[config.mk]
export PLATFORM = sky130hd
export DESIGN_NAME = bitmap_fill_writer_flat
export DESIGN_NICKNAME = d
export VERILOG_FILES = /design/src/rtl/bitmap_pkg.sv /design/src/rtl/bitmap_fill_writer_if.sv /design/src/rtl/bitmap_addr_gen.sv /design/src/rtl/bitmap_fill_writer.sv /design/src/flat_wrapper.sv
export SDC_FILE = /design/constraint.sdc
export NUM_CORES = 1
export LEC_CHECK = 0
export CAP_MARGIN = 0
export CORE_ASPECT_RATIO = 1.1
export CORE_MARGIN = 5
export CORE_UTILIZATION = 40
export DETAILED_ROUTE_END_ITERATION = 8
export GPL_TIMING_DRIVEN = 0
export PLACE_DENSITY = 0.7
export SYNTH_ARGS = -nofsm -noshare
export SYNTH_HDL_FRONTEND = slang
export SYNTH_SLANG_ARGS = --single-unit
[constraint.sdc]
create_clock -name clk -period 2 [get_ports clk]
set_input_delay 0.2 -clock clk [delete_from_list [all_inputs] [get_ports clk]]
set_output_delay 0.2 -clock clk [all_outputs]
set_load 0.005 [all_outputs]
[src/rtl/bitmap_pkg.sv]
// Shared state encoding and default geometry for the bitmap write path.
package bitmap_pkg;
  localparam int BMP_ABITS = 12;
  localparam int BMP_DBITS = 12;
  localparam int BMP_NLOC  = 2560;

  typedef enum logic [1:0] {
    BW_IDLE   = 2'd0,
    BW_WRITE  = 2'd1,
    BW_FINISH = 2'd2
  } bw_state_t;
endpackage

[src/rtl/bitmap_fill_writer_if.sv]
// Command, status and RAM write-port bundle for the bitmap fill engine.
// alt_color exists only when BITMAP_WR_CHECKER_EN is defined.
interface bitmap_fill_writer_if #(
  parameter int Abits = bitmap_pkg::BMP_ABITS,
  parameter int Dbits = bitmap_pkg::BMP_DBITS
);
  logic             start;
  logic [Abits-1:0] start_addr;
  logic [Abits-1:0] count;
  logic [Dbits-1:0] fill_color;
`ifdef BITMAP_WR_CHECKER_EN
  logic [Dbits-1:0] alt_color;
`endif
  logic             cancel;
  logic             busy;
  logic             done;
  logic             err;

  // RAM write handshake: a word transfers on every rising edge where mem_we and
  // mem_ready are both 1. While mem_we=1 and mem_ready=0 the engine holds
  // mem_addr, mem_wdata and mem_we unchanged; only cancel may withdraw mem_we.
  logic             mem_we;
  logic             mem_ready;
  logic [Abits-1:0] mem_addr;
  logic [Dbits-1:0] mem_wdata;

  // master: the fill engine (write master towards the RAM)
  modport master (
`ifdef BITMAP_WR_CHECKER_EN
    input  alt_color,
`endif
    input  start, start_addr, count, fill_color, cancel, mem_ready,
    output busy, done, err, mem_we, mem_addr, mem_wdata
  );

  // slave: the controller plus RAM side that drives commands and mem_ready
  modport slave (
`ifdef BITMAP_WR_CHECKER_EN
    output alt_color,
`endif
    output start, start_addr, count, fill_color, cancel, mem_ready,
    input  busy, done, err, mem_we, mem_addr, mem_wdata
  );
endinterface

[src/rtl/bitmap_addr_gen.sv]
// Loadable write-address / remaining-word counter for the bitmap fill engine.
module bitmap_addr_gen #(
  parameter int Abits = bitmap_pkg::BMP_ABITS
) (
  input  logic             clk,
  input  logic             rst_n,
  input  logic             load,
  input  logic [Abits-1:0] load_addr,
  input  logic [Abits-1:0] load_count,
  input  logic             advance,
  input  logic             clear,
  output logic [Abits-1:0] addr,
  output logic             last
);
  logic [Abits-1:0] remaining;

  // The address stops on the final word so it never steps past the run.
  always_ff @(posedge clk or negedge rst_n) begin
    if (!rst_n) begin
      addr      <= '0;
      remaining <= '0;
    end else if (load) begin
      addr      <= load_addr;
      remaining <= load_count;
    end else if (clear) begin
      remaining <= '0;
    end else if (advance) begin
      remaining <= remaining - Abits'(1);
      if (!last) addr <= addr + Abits'(1);
    end
  end

  assign last = (remaining == Abits'(1));
endmodule

[src/rtl/bitmap_fill_writer.sv]
// Bitmap fill engine: writes one colour to a contiguous run of bitmap words.
// Define BITMAP_WR_CHECKER_EN to alternate fill/alt colour on address parity.
module bitmap_fill_writer
  import bitmap_pkg::*;
#(
  parameter int Abits = BMP_ABITS,
  parameter int Dbits = BMP_DBITS,
  parameter int Nloc  = BMP_NLOC
) (
  input  logic                 clk,
  input  logic                 rst_n,
  bitmap_fill_writer_if.master bus,
  output bw_state_t            state_dbg
);
  localparam logic [Abits:0] NLOC_EXT = (Abits+1)'(Nloc);

  bw_state_t        state_q, state_d;
  logic             busy_q, busy_d;
  logic             done_q, done_d;
  logic             err_q, err_d;
  logic             we_q, we_d;
  logic [Dbits-1:0] wdata_q, wdata_d;
  logic             load, advance, clear, last, accept;
  logic [Abits-1:0] addr;
  logic [Abits:0]   run_end;

`ifdef BITMAP_WR_CHECKER_EN
  logic [Dbits-1:0] fill_q, alt_q;

  always_ff @(posedge clk or negedge rst_n) begin
    if (!rst_n) begin
      fill_q <= '0;
      alt_q  <= '0;
    end else if (load) begin
      fill_q <= bus.fill_color;
      alt_q  <= bus.alt_color;
    end
  end
`endif

  // One extra bit keeps start_addr+count from wrapping in the range check.
  assign run_end = {1'b0, bus.start_addr} + {1'b0, bus.count};
  assign accept  = we_q & bus.mem_ready;

  bitmap_addr_gen #(.Abits(Abits)) u_addr_gen (
    .clk        (clk),
    .rst_n      (rst_n),
    .load       (load),
    .load_addr  (bus.start_addr),
    .load_count (bus.count),
    .advance    (advance),
    .clear      (clear),
    .addr       (addr),
    .last       (last)
  );

  always_comb begin
    state_d = state_q;
    busy_d  = busy_q;
    we_d    = we_q;
    wdata_d = wdata_q;
    done_d  = 1'b0;
    err_d   = 1'b0;
    load    = 1'b0;
    advance = 1'b0;
    clear   = 1'b0;
    unique case (state_q)
      BW_IDLE: begin
        if (bus.start) begin
          if (bus.count == '0) begin
            done_d = 1'b1;
          end else if (run_end > NLOC_EXT) begin
            err_d = 1'b1;
          end else begin
            load    = 1'b1;
            state_d = BW_WRITE;
            busy_d  = 1'b1;
            we_d    = 1'b1;
`ifdef BITMAP_WR_CHECKER_EN
            wdata_d = bus.start_addr[0] ? bus.alt_color : bus.fill_color;
`else
            wdata_d = bus.fill_color;
`endif
          end
        end
      end
      BW_WRITE: begin
        // Cancel wins over a same-cycle acceptance; that word still landed.
        if (bus.cancel) begin
          clear   = 1'b1;
          state_d = BW_IDLE;
          busy_d  = 1'b0;
          we_d    = 1'b0;
        end else if (accept) begin
          advance = 1'b1;
          if (last) begin
            state_d = BW_FINISH;
            busy_d  = 1'b0;
            we_d    = 1'b0;
            done_d  = 1'b1;
          end else begin
`ifdef BITMAP_WR_CHECKER_EN
            // Next address has the opposite parity of the current one.
            wdata_d = addr[0] ? fill_q : alt_q;
`endif
          end
        end
      end
      BW_FINISH: begin
        state_d = BW_IDLE;
      end
      default: begin
        state_d = BW_IDLE;
        busy_d  = 1'b0;
        we_d    = 1'b0;
      end
    endcase
  end

  always_ff @(posedge clk or negedge rst_n) begin
    if (!rst_n) begin
      state_q <= BW_IDLE;
      busy_q  <= 1'b0;
      done_q  <= 1'b0;
      err_q   <= 1'b0;
      we_q    <= 1'b0;
      wdata_q <= '0;
    end else begin
      state_q <= state_d;
      busy_q  <= busy_d;
      done_q  <= done_d;
      err_q   <= err_d;
      we_q    <= we_d;
      wdata_q <= wdata_d;
    end
  end

  assign bus.busy      = busy_q;
  assign bus.done      = done_q;
  assign bus.err       = err_q;
  assign bus.mem_we    = we_q;
  assign bus.mem_addr  = addr;
  assign bus.mem_wdata = wdata_q;
  assign state_dbg     = state_q;
endmodule

[src/flat_wrapper.sv]
// flat-port wrapper written by rule: the top's interface ports become plain ports
module bitmap_fill_writer_flat import bitmap_pkg::*;
#(
  parameter int Abits = BMP_ABITS,
  parameter int Dbits = BMP_DBITS,
  parameter int Nloc  = BMP_NLOC
)
  (clk, rst_n, state_dbg, bus_start, bus_start_addr, bus_count, bus_fill_color, bus_cancel, bus_mem_ready, bus_busy, bus_done, bus_err, bus_mem_we, bus_mem_addr, bus_mem_wdata);
  bitmap_fill_writer_if #(.Abits(Abits), .Dbits(Dbits)) bus_i ();
  input  logic clk;
  input  logic rst_n;
  output bw_state_t state_dbg;
  input wire logic [$bits(bus_i.start)-1:0] bus_start;
  input wire logic [$bits(bus_i.start_addr)-1:0] bus_start_addr;
  input wire logic [$bits(bus_i.count)-1:0] bus_count;
  input wire logic [$bits(bus_i.fill_color)-1:0] bus_fill_color;
  input wire logic [$bits(bus_i.cancel)-1:0] bus_cancel;
  input wire logic [$bits(bus_i.mem_ready)-1:0] bus_mem_ready;
  output wire logic [$bits(bus_i.busy)-1:0] bus_busy;
  output wire logic [$bits(bus_i.done)-1:0] bus_done;
  output wire logic [$bits(bus_i.err)-1:0] bus_err;
  output wire logic [$bits(bus_i.mem_we)-1:0] bus_mem_we;
  output wire logic [$bits(bus_i.mem_addr)-1:0] bus_mem_addr;
  output wire logic [$bits(bus_i.mem_wdata)-1:0] bus_mem_wdata;
  assign bus_i.start = bus_start;
  assign bus_i.start_addr = bus_start_addr;
  assign bus_i.count = bus_count;
  assign bus_i.fill_color = bus_fill_color;
  assign bus_i.cancel = bus_cancel;
  assign bus_i.mem_ready = bus_mem_ready;
  assign bus_busy = bus_i.busy;
  assign bus_done = bus_i.done;
  assign bus_err = bus_i.err;
  assign bus_mem_we = bus_i.mem_we;
  assign bus_mem_addr = bus_i.mem_addr;
  assign bus_mem_wdata = bus_i.mem_wdata;
  bitmap_fill_writer #(.Abits(Abits), .Dbits(Dbits), .Nloc(Nloc)) u_core (.clk(clk), .rst_n(rst_n), .bus(bus_i), .state_dbg(state_dbg));
endmodule
== Yosys cells after proc, flatten, opt, wreduce, memory -nomap -nowiden ==
Index checks and enable logic that the tools add are counted.
Cells by class
  $add $sub $neg: 3
  $lt $le $gt $ge: 1
  eq/ne operators: 10
  muxes and demuxes: 40
  bitwise gates (word level): 4
  reductions and logical operators: 8
Operators with widths (number)
  $mux W12: 7
  $mux W1: 24
  $add A12 B12 Y13: 1
  $gt A13 B12 Y1 const B: 1
  $add A12 B1 Y12 const B: 1
  $eq A12 B1 Y1 const B: 1
  $logic_not A12 Y1: 1
  $mux W2: 6
  $sub A12 B1 Y12 const B: 1
  $ne A2 B2 Y1 const B: 3
  $ne A3 B2 Y1 const B: 2
  $reduce_and A6 Y1: 1
  $reduce_and A5 Y1: 1
  $ne A2 B1 Y1 const B: 2
  $pmux W2 S2: 1
  $reduce_and A4 Y1: 1
  $not A1 Y1: 3
  $pmux W1 S3: 1
  $reduce_and A3 Y1: 1
  $reduce_bool A3 Y1: 1
  $eq A2 B1 Y1 const B: 1
  $eq A2 B2 Y1 const B: 1
  $logic_not A2 Y1: 1
  $pmux W1 S2: 1
  2 further kinds: 2
Word-level totals
  bits in registers: 41
  bits of input ports: 41
  output and inout bits: 30

== Depth between registers and ports, before layout ==
  depth in word-level cells: 8
  mapped depth: 11
  gate-level depth less buffers: 10

== By module ==
From an unflattened synthesis, not the netlist that was laid out.
Unflattened totals
  cell total of the unflattened synthesis: 294
  area total of the unflattened synthesis: 2872.8 um2
Modules (own cells, without submodules)
  bitmap_addr_gen: times used 1, cells each 153, area an instance 1462.7 um2, sequential area each 600.6 um2
  bitmap_fill_writer: times used 1, cells each 141, area an instance 1410.1 um2, sequential area each 425.4 um2

== Least setup slack after synthesis ==
No wires, ideal clock.
  path kind: input-to-reg
  start: input bus_count[0]
  end: register u_core.wdata_q[10] (netlist: u_core.bus.mem_wdata[10])
  library setup time: 0.125 ns
  arrival time: 2.549 ns
  setup slack: -0.674 ns
  stages on the path: 11
  buffers on the path: 1
  path through: ha_1 fa_1 a21o_1 a221oi_4 o31ai_1 o21bai_1 o31a_1 and3_4 nand2_4 buf_6 mux2_4
Between the ends
  word-level cells in the longest chain between the ends: 4
  elaborated cells on any way between the ends: 6
  those cells by class: add/sub (1); order compare (1); bitwise (2); reduce/logical (2)
RTL lines
  start: declaration: line flat_wrapper.sv:15  | input wire logic [$bits(bus_i.count)-1:0] bus_count;
  $add A12 B12 Y13: line bitmap_fill_writer.sv:42  | assign run_end = {1'b0, bus.start_addr} + {1'b0, bus.count};
  $gt A13 B12 Y1: line bitmap_fill_writer.sv:72  | end else if (run_end > NLOC_EXT) begin
  $not A1 Y1 (no line)
  $reduce_and A4 Y1 (no line) *
  end signal: assignment: line bitmap_fill_writer.sv:134  | wdata_q <= wdata_d;
  end: declaration: line bitmap_fill_writer.sv:22  | logic [Dbits-1:0] wdata_q, wdata_d;
Mark *: on every way between the ends. The rest lies on a longest branch, timed or not.
A chain may end at the register's enable or synchronous reset.

== Worst setup path in the final report ==
  start: input bus_count[0]
  end: register u_core.wdata_q[4] (netlist: u_core.bus.mem_wdata[4])
The elaborated chain is that of the path after synthesis.

==> metrics.csv <==
stage,metric,value,unit
timing,skew,5.958,ps
critical_path,crit_type,input pin to register,
clock_network,worstSkewPairLatency,300,ps
cells_and_area,multi_input_area,1979,sq um
drt,postRouteAntennaNets,0,
floorplanning,initial_core_util,0.4035,
power_and_ir_drop,power.density,1066,nW/um^2
drt,vias,2664,
hold_path,hold_class,input pin to register,
synth,synth_flop_cell,dfrtp_1,
clock_network,cts-root-buf,clkbuf_8,
status,failed_checks,setup timing,
cells_and_area,area_growth,53.27,%
grt,grt_first_pass_wirelength,13.92,mm
critical_path,critical_path.max_fanout,7,
synth,ys_types,52,
clock_network,cts_made_buffers,5,
synth,synth_nets,337,
drt,wl,8.876,mm
timing,rsz0062_at_grt,true,
synth,syn_area,2795,sq um
cells_and_area,layout_common_cells,"48 x clkdlybuf4s50_1, 41 x dfrtp_1, 22 x nand2_1",
cells_and_area,nFillCells,534,
critical_path,crit_buf_inv,4,
floorplanning,ioPinCount,71,
cells_and_area,final-seq-area,1026,sq um
grt,grt_max_degree,38,
timing,fin_tns_setup,-23100,ps
timing,max_slew_margin,0.5737,
critical_path,critical_path_required,2180,ps
power_and_ir_drop,leakagePower,1.840,nW
clock_network,clk_path_buf_depth,2,
place,place_inst,436,
power_and_ir_drop,max-vdd-ir-drop,0.4549,mV
synth,syn-instance-count,280,
floorplanning,core-area,6927,sq um
place,dp_hpwl,5.953,mm
critical_path,cp-start-kind,input pin,
drt,drtIter0Drc,185,
cells_and_area,final_common_cell,clkdlybuf4s50_1,
power_and_ir_drop,p_total,4.565,mW
synth,yosys_warnings,0,
synth,yosysSeqAreaShare,0.3671,
drt,drc,0,
floorplanning,die_x,89.71,um
timing,slew_viol_final,0,
floorplanning,die-area,8762,sq um
clock_network,cts.sinks,41,
grt,grtUsageTotal,0.1920,
timing,period_needed,2637,ps
clock_network,cts_tree,built,
grt,antenna_found_initial,0,
critical_path,path_cells,buf_8 -> ha_4 -> fa_2 -> a21o_1 -> a221oi_4 -> buf_4 -> xnor2_2 -> nor4b_2 -> buf_4 -> o21a_4 -> nand2_8 -> buf_12 -> mux2_4,
drt,wl_per_cell,19.09,um
cells_and_area,drive_above_1_share,0.2842,
cells_and_area,nNetsFinal,436,
cells_and_area,final_cells,465,
synth,synth_seq_cells,41,
timing,post-route-period-util,1.319,
clock_network,h-tree-depth,2,
timing,worstMarginPinSlew,637.1,ps
floorplanning,die_h,97.68,um
run,maxCapViolations,0,
critical_path,crit_top_cell,buf_4,
critical_path,cpPeakStageDelay,350,ps
timing,holdWs,166.0,ps
synth,synth-edff-count,0,
synth,async_flop_share,1.000,
drt,via_per_inst,5.729,
critical_path,crit_arrival,2820,ps
floorplanning,rows,32,
timing,finalHoldViolCount,0,
place,place_congestion,0.8895,
place,io_buffers,70,
grt,grt_overflow,0,
critical_path,crit_family,compound AO/OA/AOI/OAI gates,
critical_path,endpoint_kind,register,
clock_network,path_clk_slew,80,ps
timing,finalSetupViolations,39,
cells_and_area,fin_area,4284,sq um
status,status,finished with violations,
critical_path,cp_slowest_cell,fa_2,
timing,setup_ws,-637.1,ps
cells_and_area,diodes,0,
place,place_area,3679,sq um
grt,grt_pass1_vias,2803,
drt,firstDrtPassIters,5,
timing,fmax,0.3792,GHz
synth,avgSynthCellArea,9.983,sq um
## state kept, by name (all words and copies together) (netlist names)
| name | count |
|---|---|
| u_core.bus.mem_wdata | 12 |
| u_core.u_addr_gen.addr | 12 |
| u_core.state_dbg | 2 |
| u_core.u_addr_gen.remaining | 12 |
| u_core.bus.mem_we | 1 |
| u_core.bus.done | 1 |
| u_core.bus.err | 1 |
## metal layers
| metal | global-route usage | vias up | wire (um) |
|---|---|---|---|
| li1 | - | 1240 | - |
| met2 | 0.3361 | 79 | 4631 |
| met1 | 0.2351 | 1322 | 3655 |
| met3 | 0.02556 | 23 | 362 |
| met4 | 0.07791 | 0 | 227 |
| met5 | 0 | - | 0 |
## synthesized netlist by cell type (2+ instances only)
| master | n | area share |
|---|---|---|
| a21o_1 | 5 | 0.013 |
| a21oi_1 | 21 | 0.038 |
| a31oi_1 | 4 | 0.0090 |
| and3_1 | 9 | 0.020 |
| buf_2 | 2 | 0.0036 |
| buf_6 | 2 | 0.0081 |
| clkbuf_1 | 3 | 0.0040 |
| dfrtp_1 | 41 | 0.37 |
| ha_1 | 15 | 0.067 |
| inv_1 | 10 | 0.013 |
| mux2_2 | 6 | 0.024 |
| mux2_4 | 16 | 0.086 |
| nand2_1 | 22 | 0.030 |
| nand2b_1 | 2 | 0.0045 |
| nand3_1 | 14 | 0.025 |
| nand4_1 | 3 | 0.0067 |
| nor2_1 | 19 | 0.026 |
| nor3_1 | 7 | 0.013 |
| nor4_1 | 9 | 0.020 |
| o211ai_1 | 3 | 0.0081 |
| o21ai_0 | 8 | 0.014 |
| o21bai_1 | 2 | 0.0054 |
| o221a_2 | 3 | 0.012 |
| o31a_1 | 2 | 0.0063 |
| o31ai_1 | 6 | 0.016 |
| or2_2 | 2 | 0.0045 |
| or3_1 | 4 | 0.0090 |
| xnor2_1 | 14 | 0.044 |
| xor2_1 | 3 | 0.0094 |
## kinds of logic after synthesis
kind of cell / after synthesis / synth area share
AOI/OAI and AO/OA: 69 / 0.1858
DFF: 41 / 0.3671
muxes: 22 / 0.1101
xor gates and xnor gates: 17 / 0.05327
adders and majority gates: 16 / 0.07431
buffers and inverters: 19 / 0.03312
and+or+nand+nor: 96 / 0.1764
## final timing paths
kind,startpoint,end,slack [ps],depth (start not counted)
max in group asynchronous,rst_n,u_core.u_addr_gen.addr[6],1310,3
min reg2reg,u_core.bus.mem_wdata[0],u_core.bus.mem_wdata[0],510,1
max,bus_count[0],u_core.bus.mem_wdata[4],-640,13
min,bus_start_addr[0],u_core.u_addr_gen.addr[0],170,3
min in group asynchronous,rst_n,u_core.state_dbg[0],250,2
max reg2reg,u_core.u_addr_gen.remaining[6],u_core.u_addr_gen.addr[10],-480,9
## layout make-up
class,count,area share
Tap cell,85,0.02482
Multi-Input combinational cell,220,0.4620
Buffer,7,0.01723
Sequential cell,41,0.2395
Clock inverter,3,0.01519
Clock buffer,5,0.01606
Inverter,11,0.009638
Timing Repair Buffer,93,0.2155
## metrics by stage
step | utilization | setup slack, ps
2_1_floorplan | - | -530.5
3_3_place_gp | 0.5289 | -1385
3_5_place_dp | 0.5311 | -1481
4_1_cts | 0.5961 | -659.4
5_1_grt | 0.6185 | -751.9
6_report | 0.6185 | -637.1
## what timing repair did
item	4_1_cts	5_1_grt
setup buffers	10	8
pin swaps	14	17
endpoints found under the setup margin	39	39
gates resized for setup	67	28
hold buffers	1	0
cloned	3	0
hold endpoints to repair	41	0
## worst register-to-register path, delay by kind of cell, from the launching register on
family / cells / cell delay [ps]
AND/OR/NAND/NOR: 6 / 1330
flip-flops: 1 / 410
AO/OA/AOI/OAI: 2 / 370
buffers and inverters: 1 / 260
## where the power goes
part           internal, mW  total [mW]  switching [mW]
combinational          1.35        2.17           0.814
sequential             1.21        1.60           0.388
clock                 0.496       0.802           0.306
(Power assumes the default switching activity.)
